$ cat config.mk
export PLATFORM = sky130hd
export DESIGN_NAME = byteswap_swapper
export DESIGN_NICKNAME = d
export VERILOG_FILES = /design/src/rtl/byteswap_pkg.sv /design/src/rtl/byteswap_skid.sv /design/src/rtl/byteswap_swapper.sv
export SDC_FILE = /design/constraint.sdc
export NUM_CORES = 2
export LEC_CHECK = 0
export CORE_AREA = 4 4 459 461
export DETAILED_ROUTE_END_ITERATION = 6
export DIE_AREA = 0 0 463 465
export DONT_BUFFER_PORTS = 1
export MAX_ROUTING_LAYER = met4
export PLACE_DENSITY_LB_ADDON = 0.1
export SLEW_MARGIN = 20
export SYNTH_ARGS = -nofsm -noshare
export SYNTH_HDL_FRONTEND = slang
export SYNTH_SLANG_ARGS = --single-unit
$ cat constraint.sdc
create_clock -name ap_clk -period 3.2 [get_ports ap_clk]
set_clock_uncertainty 0.1 [all_clocks]
set_input_delay 0.64 -clock ap_clk [delete_from_list [all_inputs] [get_ports ap_clk]]
set_output_delay 0.64 -clock ap_clk [all_outputs]
set_load 0.02 [all_outputs]
$ cat src/rtl/byteswap_pkg.sv
// byteswap_pkg: shared state type, default bus geometry and the group-reversal helper
// used by the byteswap stage for both data bytes and byte enables.
package byteswap_pkg;
    typedef enum logic [1:0] {IDLE, RUN, DRAIN} state_t;
    localparam int LP_DW_BYTES = 512 / 8;
    localparam int LP_BYTES_PER_WORD = 32 / 8;
    localparam int LP_MAX_WORD_BITS = 512;
    localparam int LP_IW = $clog2(LP_MAX_WORD_BITS);
    // Reverses the order of n groups of b bits held in the low n*b bits of w.
    function automatic logic [LP_MAX_WORD_BITS-1:0] bswap_word(
        input logic [LP_MAX_WORD_BITS-1:0] w,
        input int n,
        input int b
    );
        logic [LP_MAX_WORD_BITS-1:0] r;
        r = '0;
        for (int i = 0; i < n * b; i++) r[LP_IW'(i)] = w[LP_IW'((n - 1 - i / b) * b + i % b)];
        return r;
    endfunction
endpackage

$ cat src/rtl/byteswap_skid.sv
// byteswap_skid: 2-entry registered AXIS buffer; input ready is registered and only
// depends on the occupancy it will have next cycle, never on ready_i combinationally.
module byteswap_skid
    import byteswap_pkg::*;
#(
    parameter int W = 1
) (
    input  logic         ap_clk,
    input  logic         areset,
    input  logic         en_i,
    input  logic         valid_i,
    output logic         ready_o,
    input  logic [W-1:0] data_i,
    output logic         valid_o,
    input  logic         ready_i,
    output logic [W-1:0] data_o
);
    logic [W-1:0] mem_q [2];
    logic wr_q, rd_q, ready_q, push, pop;
    logic [1:0] occ_q, occ_d;

    assign push = valid_i & ready_q;
    assign pop = valid_o & ready_i;
    assign occ_d = occ_q + 2'(push) - 2'(pop);

    always_ff @(posedge ap_clk) begin
        if (areset) begin
            mem_q <= '{default: '0};
            wr_q <= 1'b0;
            rd_q <= 1'b0;
            occ_q <= 2'd0;
            ready_q <= 1'b0;
        end else begin
            if (push) mem_q[wr_q] <= data_i;
            wr_q <= wr_q ^ push;
            rd_q <= rd_q ^ pop;
            occ_q <= occ_d;
            ready_q <= en_i && occ_d != 2'd2;
        end
    end

    assign ready_o = ready_q;
    assign valid_o = occ_q != 2'd0;
    assign data_o = mem_q[rd_q];
endmodule

$ cat src/rtl/byteswap_swapper.sv
// byteswap_swapper: AXIS stage reversing bytes within each word, regenerating tlast and pulsing done.
// Define BYTESWAP_TLAST_CHECK_EN to flag input tlast that disagrees with the programmed length.
module byteswap_swapper
    import byteswap_pkg::*;
#(
    parameter int C_AXIS_TDATA_WIDTH = LP_DW_BYTES * 8,
    parameter int C_WORD_BIT_WIDTH   = LP_BYTES_PER_WORD * 8,
    parameter int C_BYTE_BIT_WIDTH   = 8,
    parameter int C_XFER_SIZE_WIDTH  = 32
) (
    input  logic                            ap_clk,
    input  logic                            areset,
    input  logic                            ctrl_start,
    input  logic [C_XFER_SIZE_WIDTH-1:0]    ctrl_xfer_bytes,
    output logic                            ctrl_done,
    input  logic                            s_axis_tvalid,
    output logic                            s_axis_tready,
    input  logic [C_AXIS_TDATA_WIDTH-1:0]   s_axis_tdata,
    input  logic [C_AXIS_TDATA_WIDTH/8-1:0] s_axis_tkeep,
    input  logic                            s_axis_tlast,
    output logic                            m_axis_tvalid,
    input  logic                            m_axis_tready,
    output logic [C_AXIS_TDATA_WIDTH-1:0]   m_axis_tdata,
    output logic [C_AXIS_TDATA_WIDTH/8-1:0] m_axis_tkeep,
    output logic                            m_axis_tlast,
    output logic                            err_tlast
);
    localparam int LP_DWB = C_AXIS_TDATA_WIDTH / 8;
    localparam int LP_N = C_WORD_BIT_WIDTH / C_BYTE_BIT_WIDTH;
    localparam int LP_NW = C_AXIS_TDATA_WIDTH / C_WORD_BIT_WIDTH;
    localparam int LP_SW = C_AXIS_TDATA_WIDTH + LP_DWB + 1;
    localparam int LP_XW = C_XFER_SIZE_WIDTH;

    if (C_AXIS_TDATA_WIDTH % C_WORD_BIT_WIDTH != 0 || C_WORD_BIT_WIDTH % C_BYTE_BIT_WIDTH != 0 ||
        C_WORD_BIT_WIDTH > LP_MAX_WORD_BITS) begin : g_bad_cfg
        $error("byteswap_swapper: TDATA must be a multiple of WORD and WORD a multiple of BYTE");
    end

    state_t state_q, state_d;
    logic [LP_XW-1:0] cnt_q, cnt_d, beats_q, beats_d, beats_calc;
    logic done_q, done_d, s_hs, last_in;
    logic [C_AXIS_TDATA_WIDTH-1:0] swap_data;
    logic [LP_DWB-1:0] swap_keep;

    for (genvar w = 0; w < LP_NW; w++) begin : g_word
        assign swap_data[w*C_WORD_BIT_WIDTH +: C_WORD_BIT_WIDTH] = C_WORD_BIT_WIDTH'(bswap_word(
            LP_MAX_WORD_BITS'(s_axis_tdata[w*C_WORD_BIT_WIDTH +: C_WORD_BIT_WIDTH]), LP_N, C_BYTE_BIT_WIDTH));
        assign swap_keep[w*LP_N +: LP_N] = LP_N'(bswap_word(
            LP_MAX_WORD_BITS'(s_axis_tkeep[w*LP_N +: LP_N]), LP_N, 1));
    end

    assign beats_calc = LP_XW'(({1'b0, ctrl_xfer_bytes} + (LP_XW+1)'(LP_DWB - 1)) / (LP_XW+1)'(LP_DWB));
    assign s_hs = s_axis_tvalid & s_axis_tready;
    assign last_in = cnt_q == beats_q - LP_XW'(1);

    always_comb begin
        state_d = state_q;
        cnt_d = cnt_q;
        beats_d = beats_q;
        done_d = 1'b0;
        unique case (state_q)
            IDLE: if (ctrl_start) begin
                beats_d = beats_calc;
                cnt_d = '0;
                done_d = beats_calc == '0;
                state_d = beats_calc == '0 ? IDLE : RUN;
            end
            RUN: if (s_hs) begin
                cnt_d = cnt_q + LP_XW'(1);
                state_d = last_in ? DRAIN : RUN;
            end
            DRAIN: state_d = m_axis_tvalid ? DRAIN : IDLE;
            default: state_d = IDLE;
        endcase
    end

    always_ff @(posedge ap_clk) begin
        if (areset) begin
            state_q <= IDLE;
            cnt_q <= '0;
            beats_q <= '0;
            done_q <= 1'b0;
        end else begin
            state_q <= state_d;
            cnt_q <= cnt_d;
            beats_q <= beats_d;
            done_q <= done_d;
        end
    end

    // Zero-length starts finish from done_q; real transfers finish once DRAIN sees the buffer empty.
    assign ctrl_done = done_q | (state_q == DRAIN && !m_axis_tvalid);

    byteswap_skid #(.W(LP_SW)) u_skid (
        .ap_clk  (ap_clk),
        .areset  (areset),
        .en_i    (state_d == RUN),
        .valid_i (s_axis_tvalid),
        .ready_o (s_axis_tready),
        .data_i  ({swap_data, swap_keep, last_in}),
        .valid_o (m_axis_tvalid),
        .ready_i (m_axis_tready),
        .data_o  ({m_axis_tdata, m_axis_tkeep, m_axis_tlast})
    );

`ifdef BYTESWAP_TLAST_CHECK_EN
    logic err_q;
    always_ff @(posedge ap_clk) begin
        if (areset) err_q <= 1'b0;
        else if (state_q == IDLE && ctrl_start) err_q <= 1'b0;
        else if (s_hs && s_axis_tlast != last_in) err_q <= 1'b1;
    end
    assign err_tlast = err_q;
`else
    logic unused_tlast;
    assign unused_tlast = s_axis_tlast;
    assign err_tlast = 1'b0;
`endif
endmodule
[Word level (Yosys, flattened, before mapping)]
Index checks and enable logic that the tools add are counted.
Operators by class
  bitwise logic cells: 9
  equal/unequal tests: 7
  $add $sub $neg: 5
  multiplexer cells: 15
  order comparisons: 3
  reduce and logical (&&, ||, !) cells: 11
Operators with widths (number)
  $mux 577: 4
  $bwmux 1154: 1
  $demux 577 s1: 1
  $mux 32: 2
  $pmux 32 s2: 1
  $add 32x6->33 const B: 1
  $add 32x1->32 const B: 1
  $eq 32x32->1: 1
  $logic_not 32->1: 1
  $sub 27x1->28 const B: 1
  $mux 2: 4
  $pmux 2 s3: 1
  $eq 2x1->1 const B: 2
  $ge 2x2->1 const B: 2
  $ne 2x2->1 const B: 2
  $not 1->2: 2
  $reduce_bool 2->1: 2
  $logic_and 1x1->1: 3
  $reduce_and 3->1: 1
  $reduce_or 3->1: 1
  $add 2x1->2: 1
  $and 1x1->1: 2
  $eq 2x2->1 const B: 1
  $logic_not 2->1: 1
  9 further kinds: 11
Storage, ports and cells
  output and inout bits: 581
  word-level logic and storage cells: 60
  bits in registers: 1221
  input port bits: 614

[Longest topological paths before layout]
  word-level depth: 7
  mapped depth: 10

[Cells and area by module]
A second synthesis with hierarchy kept.
Unflattened totals
  cells, all modules: 4915
  area, all modules: 54569.8 sq um
Modules (own cells, without submodules)
  byteswap_skid: instances 1, area an instance 50399.6 sq um, cells an instance 4384
  byteswap_swapper: instances 1, area an instance 4170.2 sq um, cells an instance 531

[Worst setup path after synthesis]
OpenSTA, ideal clock, no wires.
  path type: input -> register
  from: in ctrl_xfer_bytes[9]
  to: reg u_skid.ready_q (netlist: u_skid.ready_o)
  setup slack: 0.027 ns
  path buffers: 0
  required time: 2.966 ns
  stages on the path: 8
  data arrival time: 2.939 ns
  library setup time: 0.134 ns
  cell sequence: nand2_1 -> or4_1 -> nor4_1 -> nand2_1 -> mux2i_1 -> or4_1 -> nand2_1 -> a211oi_1
On the way
  cells in the longest elaborated chain, start to end: 7
RTL lines
  start, declared: line byteswap_swapper.sv:14  | input logic [C_XFER_SIZE_WIDTH-1:0] ctrl_xfer_bytes,
  $add 32x6->33: line byteswap_swapper.sv:52  | assign beats_calc = LP_XW'(({1'b0, ctrl_xfer_bytes} + (LP_XW+1)'(LP_DWB - 1)) / (LP_XW+1)'(LP_DWB));
  $logic_not 32->1: line byteswap_swapper.sv:66  | state_d = beats_calc == '0 ? IDLE : RUN;
  $mux 1: line byteswap_swapper.sv:66
  $mux 2: line byteswap_swapper.sv:62  | IDLE: if (ctrl_start) begin
  $pmux 2 s3: line byteswap_swapper.sv:61  | unique case (state_q)
  $eq 2x1->1: line byteswap_swapper.sv:97  | .en_i (state_d == RUN),
  $logic_and 1x1->1: line byteswap_skid.sv:38  | ready_q <= en_i && occ_d != 2'd2;
  end signal, assigned: line byteswap_skid.sv:32  | ready_q <= 1'b0;
  end signal, assigned: line byteswap_skid.sv:38
  end, declared: line byteswap_skid.sv:19  | logic wr_q, rd_q, ready_q, push, pop;
Every way passes these cells.
A chain may end at the register's enable or synchronous reset.

[Worst setup path after layout]
  from: reg beats_q[7]
  to: reg u_skid.ready_q (netlist: u_skid.ready_o)
On the way
  cells in the longest elaborated chain, start to end: 7
RTL lines
  start, declared: line byteswap_swapper.sv:40  | logic [LP_XW-1:0] cnt_q, cnt_d, beats_q, beats_d, beats_calc;
  start signal, assigned: line byteswap_swapper.sv:86  | beats_q <= beats_d;
  $sub 27x1->28: line byteswap_swapper.sv:54  | assign last_in = cnt_q == beats_q - LP_XW'(1);
  $eq 32x32->1: line byteswap_swapper.sv:54
  $mux 2: line byteswap_swapper.sv:70  | state_d = last_in ? DRAIN : RUN;
  $mux 2: line byteswap_swapper.sv:68  | RUN: if (s_hs) begin
  $pmux 2 s3: line byteswap_swapper.sv:61
  $eq 2x1->1: line byteswap_swapper.sv:97
  $logic_and 1x1->1: line byteswap_skid.sv:38
Every way passes these cells.

==> summary.txt <==
Run status
  • Result of the run: completed

Pwr
  • Pwr Density: between 600 and 700 nW/µm²
  • Fraction of power consumed by combinational cells: 20.6%
  • Part of the total power dissipated in sequential elements: 39.0%
  • Sw power: between 10000 and 15000 µW
  • Peak ir drop on the vdd network: 0.000521 V
  • Cell-internal power: 29500 µW
  • Leakage power total: between 0.02 and 0.025 µW
  • Clock power share: 40.4%
  • Net switching fraction of the power: between 20% and 30%
  • Total chip power: between 40000 and 50000 µW

Clock tree
  • Register clock-pin slew on the reported worst setup and hold paths: roughly 60 ps
  • H-tree levels: 4
  • Buffer depth of the longest clock path: 3
  • Number of buffers created by CTS: 150
  • CTS tree: done
  • Clock tree sinks: 1221
  • Cell chosen for the clock root: clkbuf_16
  • Later-pin clock latency in the skew report: around 780 ps

Drt
  • Routed metal-1 wirelength: roughly 80000 µm
  • Number of DRC markers after the initial detailed-route iteration: around 1900
  • First-pass DRT Iterations: 6
  • Top layer reached by signal wires: met4
  • Detailed route wirelength on metal3: 16000 µm
  • Detail Route met2 WL: roughly 90000 µm
  • Routed wire length per instance: roughly 23 µm
  • Vias post-DR: 37200
  • Wirelength, routed: between 150000 and 200000 µm
  • DRC viols: 0
  • Number of nets with antenna violations after detailed routing: 0
  • Vias per cell: 4.44

Global routing
  • GRT Total Usage: between 10% and 20%
  • Number of antenna violations at the first check in global routing: 67
  • Via count of the first global-routing pass: around 38000
  • Global-route wire length before repair: 275000 µm
  • Final global-route overflow total: 0
  • Maximum number of pins on one net before global-route repair: 273

Placement
  • Placer congestion estimate: 0.873
  • I/O Buffers: 0
  • Placed wire-length estimate after detailed placement: around 140000 µm
  • Area post-placement: approximately 55000 µm²
  • Worst setup slack after placement: -198 ps

Cells and area
  • Total number of nets in the final design: about 6100
  • Most common library cell in the layout ignoring fill and taps: nor2_1
  • Synth-to-Final Area Change: 29.3%
  • Top library cells by usage in the layout, fill and taps aside: nor2_1, dfxtp_1, mux2i_1
  • Fraction of final layout cells with drive strength greater than 1: between 10% and 20%
  • Final Instance Area: between 60000 and 70000 µm²

Die
  • Number of primary I/O pins: around 1200
  • Area inside the core boundary: roughly 210000 µm²
  • Total die area: 215000 µm²
  • Number of standard-cell rows in the floorplan: approximately 170
  • Die W: between 400 and 500 µm
  • Initial Utilization: between 20% and 30%
  • Vertical die dimension: 465 µm

STA
  • Normalized max-slew margin: about a fifth
  • Min Clock Period, post-route: 3080 ps
  • Max Clk Rate: around 320 MHz
  • Least-Margin Pin Slew: 1190 ps
  • Worst slack on hold paths: 100 ps
  • Setup violators final: 0
  • Final worst slack: 117 ps
  • Final hold viol count: 0
  • Final cycle utilization of the critical path: roughly 96%
  • Unrepaired setup endpoints after global routing: no
  • Setup total negative slack: 0 ps
  • Max-slew violation count: 0

Synthesis
  • Cell taking the most area after synthesis: dfxtp_1
  • Most used flip-flop cell after synthesis: dfxtp_1
  • Register area share after synthesis: between 40% and 50%
  • Async set-reset flop share out of synthesis: 0%
  • Total standard cell area after synthesis: between 50000 and 60000 µm²
  • Share of the synthesized area in the top cell type: between 40% and 50%
  • Distinct cell type count after synthesis: 52
  • YS warnings: 0
  • EDFF count, synth: 0
  • Syn_area_per_cell: approximately 10 µm²
  • Leading cell types by total area after synthesis: dfxtp_1, mux2i_1, mux2_2
  • Flops & latches, synth: between 1000 and 1500
  • Instance count of the mapped netlist: approximately 4900
  • Post-Synthesis Net Count: roughly 5600

Hold path
  • Launch instance of the worst min-delay path: ctrl_xfer_bytes[27]
  • Type of the worst min-delay path: in -> reg

Worst setup path
  • Highest cell delay on the worst timing path: approximately 630 ps
  • Cell-by-cell trace of the critical path: or4_1 > or4_4 > or4_1 > a211o_1 > and4_4 > nor3_2 > a21o_1 > a211oi_1
  • Data required time at the worst endpoint: approximately 3700 ps
  • Category of cells accounting for the largest share of critical-path delay: simple AND/OR/NAND/NOR gates
  • Slowest cell on crit path: or4_1
  • Worst path most repeated cell: or4_1
  • Crit path capture type: flop
  • R2r startpoint: beats_q[7]
  • Critical path peak fanout: 3
  • Launch point of the worst path: beats_q[7]
  • Start-to-end type of the worst setup path: reg -> reg
  • Worst path bufs/invs: 0
  • Nature of the critical path startpoint: flop
  • Signal arrival time at the worst endpoint: between 3000 and 4000 ps

Job
  • Number of violations of the max-capacitance limit: 0
-- Yosys cell counts (all sizes together) (3+ instances only) --
cell type	count
or4	16
a21oi	19
nand3	28
ha	6
xor2	44
and3	5
nand2b	10
nand4	21
or3	11
mux2	578
nor2b	6
a31oi	3
nor4	23
buf	130
dfxtp	1221
a211oi	27
mux2i	1157
inv	19
o21ai	14
nor3	22
and4	5
nand2	40
nor2	1235
or2	7
o31ai	4
and2	5
xnor2	45
clkbuf	214
-- timing repair --
item                                    in CTS  in global routing
endpoints found under the setup margin     335                  5
buffers inserted                             2                  1
gates resized for setup                      2                  4
hold buffers                               592                  0
endpoints found under the hold margin     1184                  0
pin swaps                                    0                  1
-- metal layers --
layer | up-vias | GRT usage (%)
li1 | 18100 | -
met1 | 17900 | 19.8
met2 | 989 | 28.7
met3 | 238 | 6.92
met4 | 0 | 4.44
met5 | - | -
-- registers in the layout (all words and copies together), names as in the netlist --
name            cells
beats_q            27
cnt_q              32
done_q              1
state_q             2
u_skid.mem_q     1154
u_skid.occ_q        2
u_skid.rd_q         1
u_skid.ready_o      1
u_skid.wr_q         1
-- per-stage QoR --
stage / utilization [%] / cells
6_report: 32.0 / 8374
5_1_grt: 32.0 / 8370
4_1_cts: 31.9 / 8310
2_1_floorplan: - / 4942
3_5_place_dp: 26.7 / 7449
3_3_place_gp: 26.6 / 7444
-- cell type report --
type | count | area (µm²)
Fill cell | 21300 | 140000
Multi-Input combinational cell | 3358 | 25400
Sequential cell | 1221 | 24400
Timing Repair Buffer | 743 | 7780
Clock buffer | 234 | 4500
Tap cell | 2704 | 3380
Clock inverter | 33 | 397
Antenna cell | 62 | 155
Inverter | 19 | 71.3
-- worst paths after layout --
check,cells after the start,slack [ps],end
max reg2reg,8,120,u_skid.ready_o
max,8,120,u_skid.ready_o
min,2,100,beats_q[21]
min reg2reg,2,370,u_skid.mem_q[577]
-- power by group through the flow --
| stage | registers, µW | clock network [µW] | logic, µW |
|---|---|---|---|
| after global placement | 16700 | 0 | 7620 |
| after global routing | 16500 | 18300 | 9250 |
| after CTS | 16400 | 17700 | 8830 |
| after floorplan | 16600 | 0 | 5630 |
| after detailed placement | 16700 | 0 | 7870 |
| final | 16400 | 16900 | 8650 |
-- cells by family (layout without fill, tap and decap cells) --
kind of cell | Yosys count | in the layout | synth area share, %
xor+xnor | 89 | 89 | 1.52
fa+ha+maj | 6 | 6 | 0.147
flops | 1221 | 1221 | 47.8
simple gates | 1441 | 1441 | 11.4
compound gates | 86 | 86 | 1.12
buf+inv | 363 | 1029 | 2.68
mux | 1735 | 1735 | 35.4
other cells | 1 | 63 | 0.00733
-- worst register-to-register path, stage by stage, from the launching register on --
cell      delay, ps
dfxtp_1         300
or4_1           630
or4_4           530
or4_1           520
a211o_1         300
and4_4          180
nor3_2          150
a21o_1          160
a211oi_1         70
Note: power is estimated with default switching activity, not from simulation.
